## config.mk

```make
export PLATFORM = sky130hd
export DESIGN_NAME = mem_access_unit
export DESIGN_NICKNAME = d
export VERILOG_FILES = /design/src/rtl/mem_access_unit.sv
export SDC_FILE = /design/constraint.sdc
export NUM_CORES = 1
export LEC_CHECK = 0
export CAP_MARGIN = 15
export CORE_UTILIZATION = 45
export CTS_BUF_LIST = sky130_fd_sc_hd__clkbuf_16
export CTS_CLUSTER_DIAMETER = 30
export DETAILED_ROUTE_END_ITERATION = 16
export PLACE_DENSITY = 0.82
export RECOVER_POWER = 50
export SKIP_LAST_GASP = 1
export SLEW_MARGIN = 20
export SYNTH_ARGS = -nofsm -noshare
export SYNTH_HDL_FRONTEND = slang
export SYNTH_SLANG_ARGS = --single-unit
```

## constraint.sdc

```tcl
create_clock -name clk_i -period 5.6 [get_ports clk_i]
set_input_delay 1.12 -clock clk_i [delete_from_list [all_inputs] [get_ports clk_i]]
set_output_delay 1.12 -clock clk_i [all_outputs]
set_load 0.1 [all_outputs]
```

## src/rtl/mem_access_unit.sv

```systemverilog
// -----------------------------------------------------------------------------
// mem_access_unit
// Data-side memory access stage. Takes one load/store request at a time,
// runs it over a req/gnt/rvalid memory port and returns extended load data.
//
// Ports:
//   clk_i, rst_i            clock, asynchronous active-high reset
//   req_valid_i/ready_o     request handshake (ready only in IDLE)
//   req_we_i, req_funct3_i  store flag and RV32I size/sign code
//   req_addr_i, req_wdata_i byte address and store data
//   resp_valid_o            one-cycle completion pulse
//   resp_rdata_o/err_o      extended load data / error flag, held until next
//   busy_o                  access outstanding (state != IDLE)
//   mem_*                   memory port: request, byte enables, word address,
//                           lane-positioned write data, grant, rvalid, rdata
// -----------------------------------------------------------------------------
module mem_access_unit #(
  parameter int TIMEOUT_CYCLES = 255
) (
  input  logic        clk_i,
  input  logic        rst_i,
  input  logic        req_valid_i,
  output logic        req_ready_o,
  input  logic        req_we_i,
  input  logic [2:0]  req_funct3_i,
  input  logic [31:0] req_addr_i,
  input  logic [31:0] req_wdata_i,
  output logic        resp_valid_o,
  output logic [31:0] resp_rdata_o,
  output logic        resp_err_o,
  output logic        busy_o,
  output logic        mem_req_o,
  input  logic        mem_gnt_i,
  output logic        mem_we_o,
  output logic [3:0]  mem_be_o,
  output logic [31:0] mem_addr_o,
  output logic [31:0] mem_wdata_o,
  input  logic        mem_rvalid_i,
  input  logic [31:0] mem_rdata_i
);

  typedef enum logic [1:0] {
    ST_IDLE = 2'd0,
    ST_REQ  = 2'd1,
    ST_WAIT = 2'd2,
    ST_RESP = 2'd3
  } state_t;

  // Last counted REQ cycle without grant; reaching it ends the request.
  localparam logic [15:0] TMO_LAST_C = 16'(TIMEOUT_CYCLES - 1);

  state_t      state_r, state_nxt_s;
  logic        we_r;
  logic [2:0]  funct3_r;
  logic [1:0]  addr_lo_r;
  logic [31:0] mem_addr_r;
  logic [3:0]  mem_be_r;
  logic [31:0] mem_wdata_r;
  logic [15:0] tmo_cnt_r, tmo_cnt_nxt_s;
  logic [31:0] rdata_r;
  logic        err_r;
  logic        accept_s;
  logic        capture_s;
  logic        capture_err_s;
  logic        req_ok_s;

  // funct3 legality: stores allow only SB/SH/SW, loads add LBU/LHU.
  function automatic logic f_legal(input logic we, input logic [2:0] f3);
    logic ok;
    case (f3)
      3'b000, 3'b001, 3'b010: ok = 1'b1;
      3'b100, 3'b101:         ok = ~we;
      default:                ok = 1'b0;
    endcase
    return ok;
  endfunction

  // Natural alignment check by access size (funct3[1:0]).
  function automatic logic f_aligned(input logic [1:0] size, input logic [1:0] a);
    logic ok;
    case (size)
      2'b00:   ok = 1'b1;
      2'b01:   ok = ~a[0];
      2'b10:   ok = (a == 2'b00);
      default: ok = 1'b0;
    endcase
    return ok;
  endfunction

  function automatic logic [3:0] f_be(input logic [1:0] size, input logic [1:0] a);
    logic [3:0] be;
    case (size)
      2'b00:   be = 4'b0001 << a;
      2'b01:   be = 4'b0011 << a;
      2'b10:   be = 4'b1111;
      default: be = 4'b0000;
    endcase
    return be;
  endfunction

  // Replicate narrow store data so the enabled lane always carries it.
  function automatic logic [31:0] f_wdata(input logic [1:0] size, input logic [31:0] d);
    logic [31:0] w;
    case (size)
      2'b00:   w = {4{d[7:0]}};
      2'b01:   w = {2{d[15:0]}};
      2'b10:   w = d;
      default: w = 32'd0;
    endcase
    return w;
  endfunction

  function automatic logic [31:0] f_extract(input logic [2:0] f3, input logic [1:0] a,
                                            input logic [31:0] word);
    logic [7:0]  b;
    logic [15:0] h;
    logic [31:0] r;
    case (a)
      2'b00:   b = word[7:0];
      2'b01:   b = word[15:8];
      2'b10:   b = word[23:16];
      2'b11:   b = word[31:24];
      default: b = 8'd0;
    endcase
    h = a[1] ? word[31:16] : word[15:0];
    case (f3)
      3'b000:  r = {{24{b[7]}}, b};
      3'b001:  r = {{16{h[15]}}, h};
      3'b010:  r = word;
      3'b100:  r = {24'd0, b};
      3'b101:  r = {16'd0, h};
      default: r = 32'd0;
    endcase
    return r;
  endfunction

  assign req_ok_s = f_legal(req_we_i, req_funct3_i) &&
                    f_aligned(req_funct3_i[1:0], req_addr_i[1:0]);

  // Next-state, timeout counter and capture decisions.
  always_comb begin
    state_nxt_s   = state_r;
    tmo_cnt_nxt_s = tmo_cnt_r;
    accept_s      = 1'b0;
    capture_s     = 1'b0;
    capture_err_s = 1'b0;
    case (state_r)
      ST_IDLE: begin
        if (req_valid_i) begin
          accept_s      = 1'b1;
          tmo_cnt_nxt_s = 16'd0;
          if (req_ok_s) begin
            state_nxt_s = ST_REQ;
          end else begin
            state_nxt_s   = ST_RESP;
            capture_s     = 1'b1;
            capture_err_s = 1'b1;
          end
        end else begin
          state_nxt_s = ST_IDLE;
        end
      end
      ST_REQ: begin
        // Grant is checked first so it wins in the final counted cycle.
        if (mem_gnt_i) begin
          state_nxt_s   = ST_WAIT;
          tmo_cnt_nxt_s = 16'd0;
        end else if (tmo_cnt_r == TMO_LAST_C) begin
          state_nxt_s   = ST_RESP;
          tmo_cnt_nxt_s = 16'd0;
          capture_s     = 1'b1;
          capture_err_s = 1'b1;
        end else begin
          tmo_cnt_nxt_s = tmo_cnt_r + 16'd1;
        end
      end
      ST_WAIT: begin
        if (mem_rvalid_i) begin
          state_nxt_s = ST_RESP;
          capture_s   = 1'b1;
        end else begin
          state_nxt_s = ST_WAIT;
        end
      end
      ST_RESP: begin
        state_nxt_s = ST_IDLE;
      end
      default: begin
        state_nxt_s = ST_IDLE;
      end
    endcase
  end

  // State and timeout counter registers.
  always_ff @(posedge clk_i or posedge rst_i) begin
    if (rst_i) begin
      state_r   <= ST_IDLE;
      tmo_cnt_r <= 16'd0;
    end else begin
      state_r   <= state_nxt_s;
      tmo_cnt_r <= tmo_cnt_nxt_s;
    end
  end

  // Request latch: memory-port fields are formed once at accept and then held.
  always_ff @(posedge clk_i or posedge rst_i) begin
    if (rst_i) begin
      we_r        <= 1'b0;
      funct3_r    <= 3'd0;
      addr_lo_r   <= 2'd0;
      mem_addr_r  <= 32'd0;
      mem_be_r    <= 4'd0;
      mem_wdata_r <= 32'd0;
    end else if (accept_s) begin
      we_r        <= req_we_i;
      funct3_r    <= req_funct3_i;
      addr_lo_r   <= req_addr_i[1:0];
      mem_addr_r  <= {req_addr_i[31:2], 2'b00};
      mem_be_r    <= f_be(req_funct3_i[1:0], req_addr_i[1:0]);
      mem_wdata_r <= f_wdata(req_funct3_i[1:0], req_wdata_i);
    end else begin
      we_r        <= we_r;
      funct3_r    <= funct3_r;
      addr_lo_r   <= addr_lo_r;
      mem_addr_r  <= mem_addr_r;
      mem_be_r    <= mem_be_r;
      mem_wdata_r <= mem_wdata_r;
    end
  end

  // Response data/error: updated only on entry to RESP, held otherwise.
  always_ff @(posedge clk_i or posedge rst_i) begin
    if (rst_i) begin
      rdata_r <= 32'd0;
      err_r   <= 1'b0;
    end else if (capture_s) begin
      err_r   <= capture_err_s;
      rdata_r <= (capture_err_s || we_r) ? 32'd0 :
                 f_extract(funct3_r, addr_lo_r, mem_rdata_i);
    end else begin
      rdata_r <= rdata_r;
      err_r   <= err_r;
    end
  end

  assign req_ready_o  = (state_r == ST_IDLE);
  assign busy_o       = (state_r != ST_IDLE);
  assign mem_req_o    = (state_r == ST_REQ);
  assign resp_valid_o = (state_r == ST_RESP);
  assign resp_rdata_o = rdata_r;
  assign resp_err_o   = err_r;
  assign mem_we_o     = we_r;
  assign mem_be_o     = mem_be_r;
  assign mem_addr_o   = mem_addr_r;
  assign mem_wdata_o  = mem_wdata_r;

endmodule
```

-- After elaboration in Yosys (flattened, before gate mapping)
Index checks and enable logic that the tools add are counted.
- flip-flop bits (word level): 123
- input port bits: 105
- output and inout port bits: 106
- word-level logic and storage cells: 74
- add/sub/neg operators: 1
- equality and inequality tests: 19
- shift-type cells: 2
- multiplexer cells: 27
- bitwise gates (word level): 2
- reduce and logical (&&, ||, !) cells: 13
- operator list (kind ; count):
    one-hot mux 32 bit (5 select lines) ; 1
    one-hot mux 32 bit (3 select lines) ; 1
    2-to-1 mux 16 bit ; 4
    2-to-1 mux 32 bit ; 1
    one-hot mux 16 bit (2 select lines) ; 1
    one-hot mux 8 bit (4 select lines) ; 1
    adder 16 x 1 -> 16 bit (second input constant) ; 1
    equality test 16 x 8 -> 1 bit (second input constant) ; 1
    equality test 3 bit (second input constant) ; 4
    one-hot mux 4 bit (3 select lines) ; 1
    equality test 2 bit (second input constant) ; 5
    zero test 2 bit ; 4
    2-to-1 mux 1 bit ; 8
    2-to-1 mux 2 bit ; 4
    one-hot mux 2 bit (4 select lines) ; 1
    equality test 2 x 1 -> 1 bit (second input constant) ; 3
    equality test 3 x 1 -> 1 bit (second input constant) ; 2
    equality test 3 x 2 -> 1 bit (second input constant) ; 2
    zero test 3 bit ; 2
    one-hot mux 1 bit (3 select lines) ; 2
    one-hot mux 1 bit (2 select lines) ; 2
    nonzero test 2 bit ; 2
    left shift 1 x 2 -> 4 bit (first input constant) ; 1
    left shift 2 x 2 -> 4 bit (first input constant) ; 1
    8 further kinds ; 9

-- Depth between registers and ports, before layout
- word-level depth: 9
- mapped depth: 9

-- Worst setup path after synthesis
No wires, ideal clock.
- path type: flip-flop to output port
- start: register state_r[0]
- end: output port busy_o
- arrival time: 2092 ps
- required time: 4480 ps
- setup slack: 2388 ps
- stages on the path, launching flop included: 5
- buffers on the path: 1
- path through: dfrtp_1 inv_1 ha_1 clkbuf_1 inv_1
- word-level cells in the longest chain between the ends: 1
- ends and longest elaborated chain (element ; line ; text):
    from (decl) ; 52 ; state_t state_r, state_nxt_s;
    from (signal assigned) ; 200 ; state_r <= state_nxt_s;
    nonzero test 2 bit ; 247 ; assign busy_o = (state_r != ST_IDLE);
    to (decl) ; 31 ; output logic busy_o,
No other way between the ends.

-- Final worst setup path
- start: input port req_valid_i
- end: register mem_be_r[3], in the netlist mem_be_o[3]
- word-level cells in the longest chain between the ends: 2
- ends and longest elaborated chain (element ; line ; text):
    from (decl) ; 22 ; input logic req_valid_i,
    2-to-1 mux 1 bit ; 149 ; if (req_valid_i) begin
    2-to-1 mux 1 bit ; 147 ; case (state_r)
    to (signal assigned) ; 219 ; mem_be_r <= f_be(req_funct3_i[1:0], req_addr_i[1:0]);
    to (signal assigned) ; 226 ; mem_be_r <= mem_be_r;
    to (decl) ; 57 ; logic [3:0] mem_be_r;
No other way between the ends.
A chain may end at the register's enable or synchronous reset.

==> impl_metrics.ini <==
[global_routing]
grt_max_degree = 88
gr-total-overflow = 0
grt_pass1_wl_mm = 25.8
grt_usage_pct = 25.5
grt_antenna_before_repair = 0
grt_pass1_vias = 5116

[sta]
rsz0062_at_grt = no
period_needed_ps = 4190
min_period_over_period_pct = 74.8
slew_viol_final = 168
fin_skew_ps = 6.42
fin_tns_setup_ps = 0
fin_ws_ps = 1410
relSlewSlack_pct = -125
max_freq_mhz = 239
hold_viol = 0
worstMarginPinSlew_ps = 3350
setup_viol = 0

[setup_path]
cp_slowest_stage_delay_ps = 1060
cp_slowest_cell = a21oi_1
startpoint_type = input pin
cpMostUsedCell = nand2_1
path_cells = dlygate4sd3_1 > nand2_1 > clkbuf_2 > a21oi_1 > o21ai_0 > nand2_1
cp.required_ps = 5950
endpoint_kind = flip-flop
crit_family = buffers and inverters
critPathBufInv = 2
cp_max_fo = 87
arrival_ps = 4540
crit_type = in2reg

[yosys]
netlist_top_cells_area = dfrtp_1 53%, mux2_2 7.4%, a21oi_1 4.9%, o2bb2ai_1 4.9%, mux2i_1 4.5%
ys_seq_elements = 123
syn-instance-count = 533
yosys.area.top_type = dfrtp_1
synth_xor_area_share_pct = 1.97
synth_top_family_by_area = compound AO/OA/AOI/OAI gates
synthArstFlopShare_pct = 100
ys_seq_area_share_pct = 53.3
syn_avg_cell_area_um2 = 10.8
synth.area.mux_share_pct = 11.9
synth_edf_count = 0
ys.flop_type = dfrtp_1
synth_warnings = 0
synth_compound_area_share_pct = 17.6
yosys.area_share.simple_pct = 10.5
synth_cell_type_count = 42
synth_fa_ha_area_share_pct = 1.30
synthesis.area_um2 = 5780
post-synth-top-area-fraction_pct = 53.3

[clock_network]
clkLatencyLatePin_ps = 420
cts_tree = built
post-cts-setup-buffers = 0
cts_resized = 0
cts_max_path_buffers = 2
cts_buffers = 17
clockRootBuffer = clkbuf_16
ctsHtreeMaxLevel = 4
cts.sinks = 123
hold_buffers = 0
path_clk_slew_ps = 50

[worst_hold_path]
min_path_type = reg2reg

[floorplan]
io_pins = 211
rows = 41
floorplan.initialDensity_pct = 46.0
die_h_um = 115
core_area_um2 = 12600
die_w_um = 115
die-area_um2 = 13300

[detailed_routing]
first_iter_violations = 556
vias = 5121
dr.pass1.iters = 5
avgViaCountPerCell = 5.61
drc = 0
wl_per_cell_um = 18.0
postRouteAntennaNets = 0
drt-total-wl_mm = 16.5

[finish]
final_core_util_pct = 68.0
design_area_um2 = 8550
fillers = 937
num-nets-final = 839
antenna_cells = 0
layout-drive-gt1-share_pct = 10.4
seq_area_um2 = 3080
syn_to_final_growth_pct = 47.9
final_cell_mix = 196 x clkdlybuf4s50_1, 123 x dfrtp_1, 56 x a21oi_1
multiInputGateArea_um2 = 2530
final_common_cell = clkdlybuf4s50_1

[placement]
place_area_um2 = 7960
gp_congestion = 0.906
dp_slack_ps = 1690
dp_hpwl_mm = 11.8
placement.io_buffers = 208

[status]
failed_checks = max-capacitance violations, max-slew violations
outcome = finished, violations left

[flow_run]
cap_violations = 2
## final timing paths
kind | endpoint | start | slack, ps | cells past startpoint
max in group asynchronous | mem_addr_o[19]$_DFFE_PP0P_ | rst_i | 1780 | 3
hold / removal | mem_wdata_o[10]$_DFFE_PP0P_ | mem_wdata_o[10]$_DFFE_PP0P_ | 480 | 2
hold reg to reg | mem_wdata_o[10]$_DFFE_PP0P_ | mem_wdata_o[10]$_DFFE_PP0P_ | 480 | 2
setup / recovery | mem_be_o[3]$_DFFE_PP0P_ | req_valid_i | 1410 | 6
min in group asynchronous | resp_rdata_o[2]$_DFFE_PP0P_ | rst_i | 2140 | 2
setup reg to reg | mem_be_o[3]$_DFFE_PP0P_ | state_r[0]$_DFFE_PP0P_ | 1840 | 7
## registers in the layout, summed over array words and instances (netlist names)
| signal | count |
|---|---|
| mem_addr_o | 30 |
| mem_wdata_o | 32 |
| mem_be_o | 4 |
| addr_lo_r | 2 |
| state_r | 2 |
| funct3_r | 3 |
| resp_err_o | 1 |
| resp_rdata_o | 32 |
| tmo_cnt_r | 16 |
| mem_we_o | 1 |
## logic make-up (layout without fill, tap and decap cells)
group | count (synthesis) | count (layout)
XOR/XNOR | 13 | 13
buffers and inverters | 44 | 251
AND/OR/NAND/NOR | 130 | 130
other | 1 | 2
flip-flops | 123 | 123
multiplexers | 64 | 64
AO/OA/AOI/OAI | 152 | 152
adder cells (fa/ha/maj) | 6 | 6
## cell type report
cell class              instances  share of cell area (%)
multi-input cells             367                    29.7
repair buffers                212                    24.7
clock inverters                15                    1.84
clock buffers                  17                    4.98
flip-flops and latches        123                    36.0
inverters                       7                   0.322
well taps                     172                    2.52
## cell usage after synthesis (all sizes together), types with 7 or more instances
cell       n
a21oi     56
a221oi    17
a22o       8
buf       12
clkbuf    25
dfrtp    123
mux2      38
mux2i     26
nand2     44
nor2      47
o21ai     26
o221ai     7
o2bb2ai   32
xor2       7
## per-stage QoR
stage,instances,hold slack (ps)
floorplan,534,498
global placement,881,454
detailed placement,881,469
CTS,913,481
global route,913,490
finish,913,476
## layer usage
layer	vias up	share of wire [%]	wire (um)	global-route usage, %
met3	41	8.4	1380	7.64
met4	0	3.0	488	12.7
met1	2484	40	6560	31.2
met5	-	0	0	0
li1	2334	-	-	-
met2	262	49	8030	41.0
## worst register-to-register path, stage by stage, from the launching register on
cell      delay, ps
dfrtp_1         400
inv_1           110
ha_1            490
nand2_1         330
clkbuf_2        970
a21oi_1        1070
o21ai_0         200
nand2_1         110
Power is not shown: default switching activity piles up to over one toggle a cycle in this logic, so the estimate is an artifact.
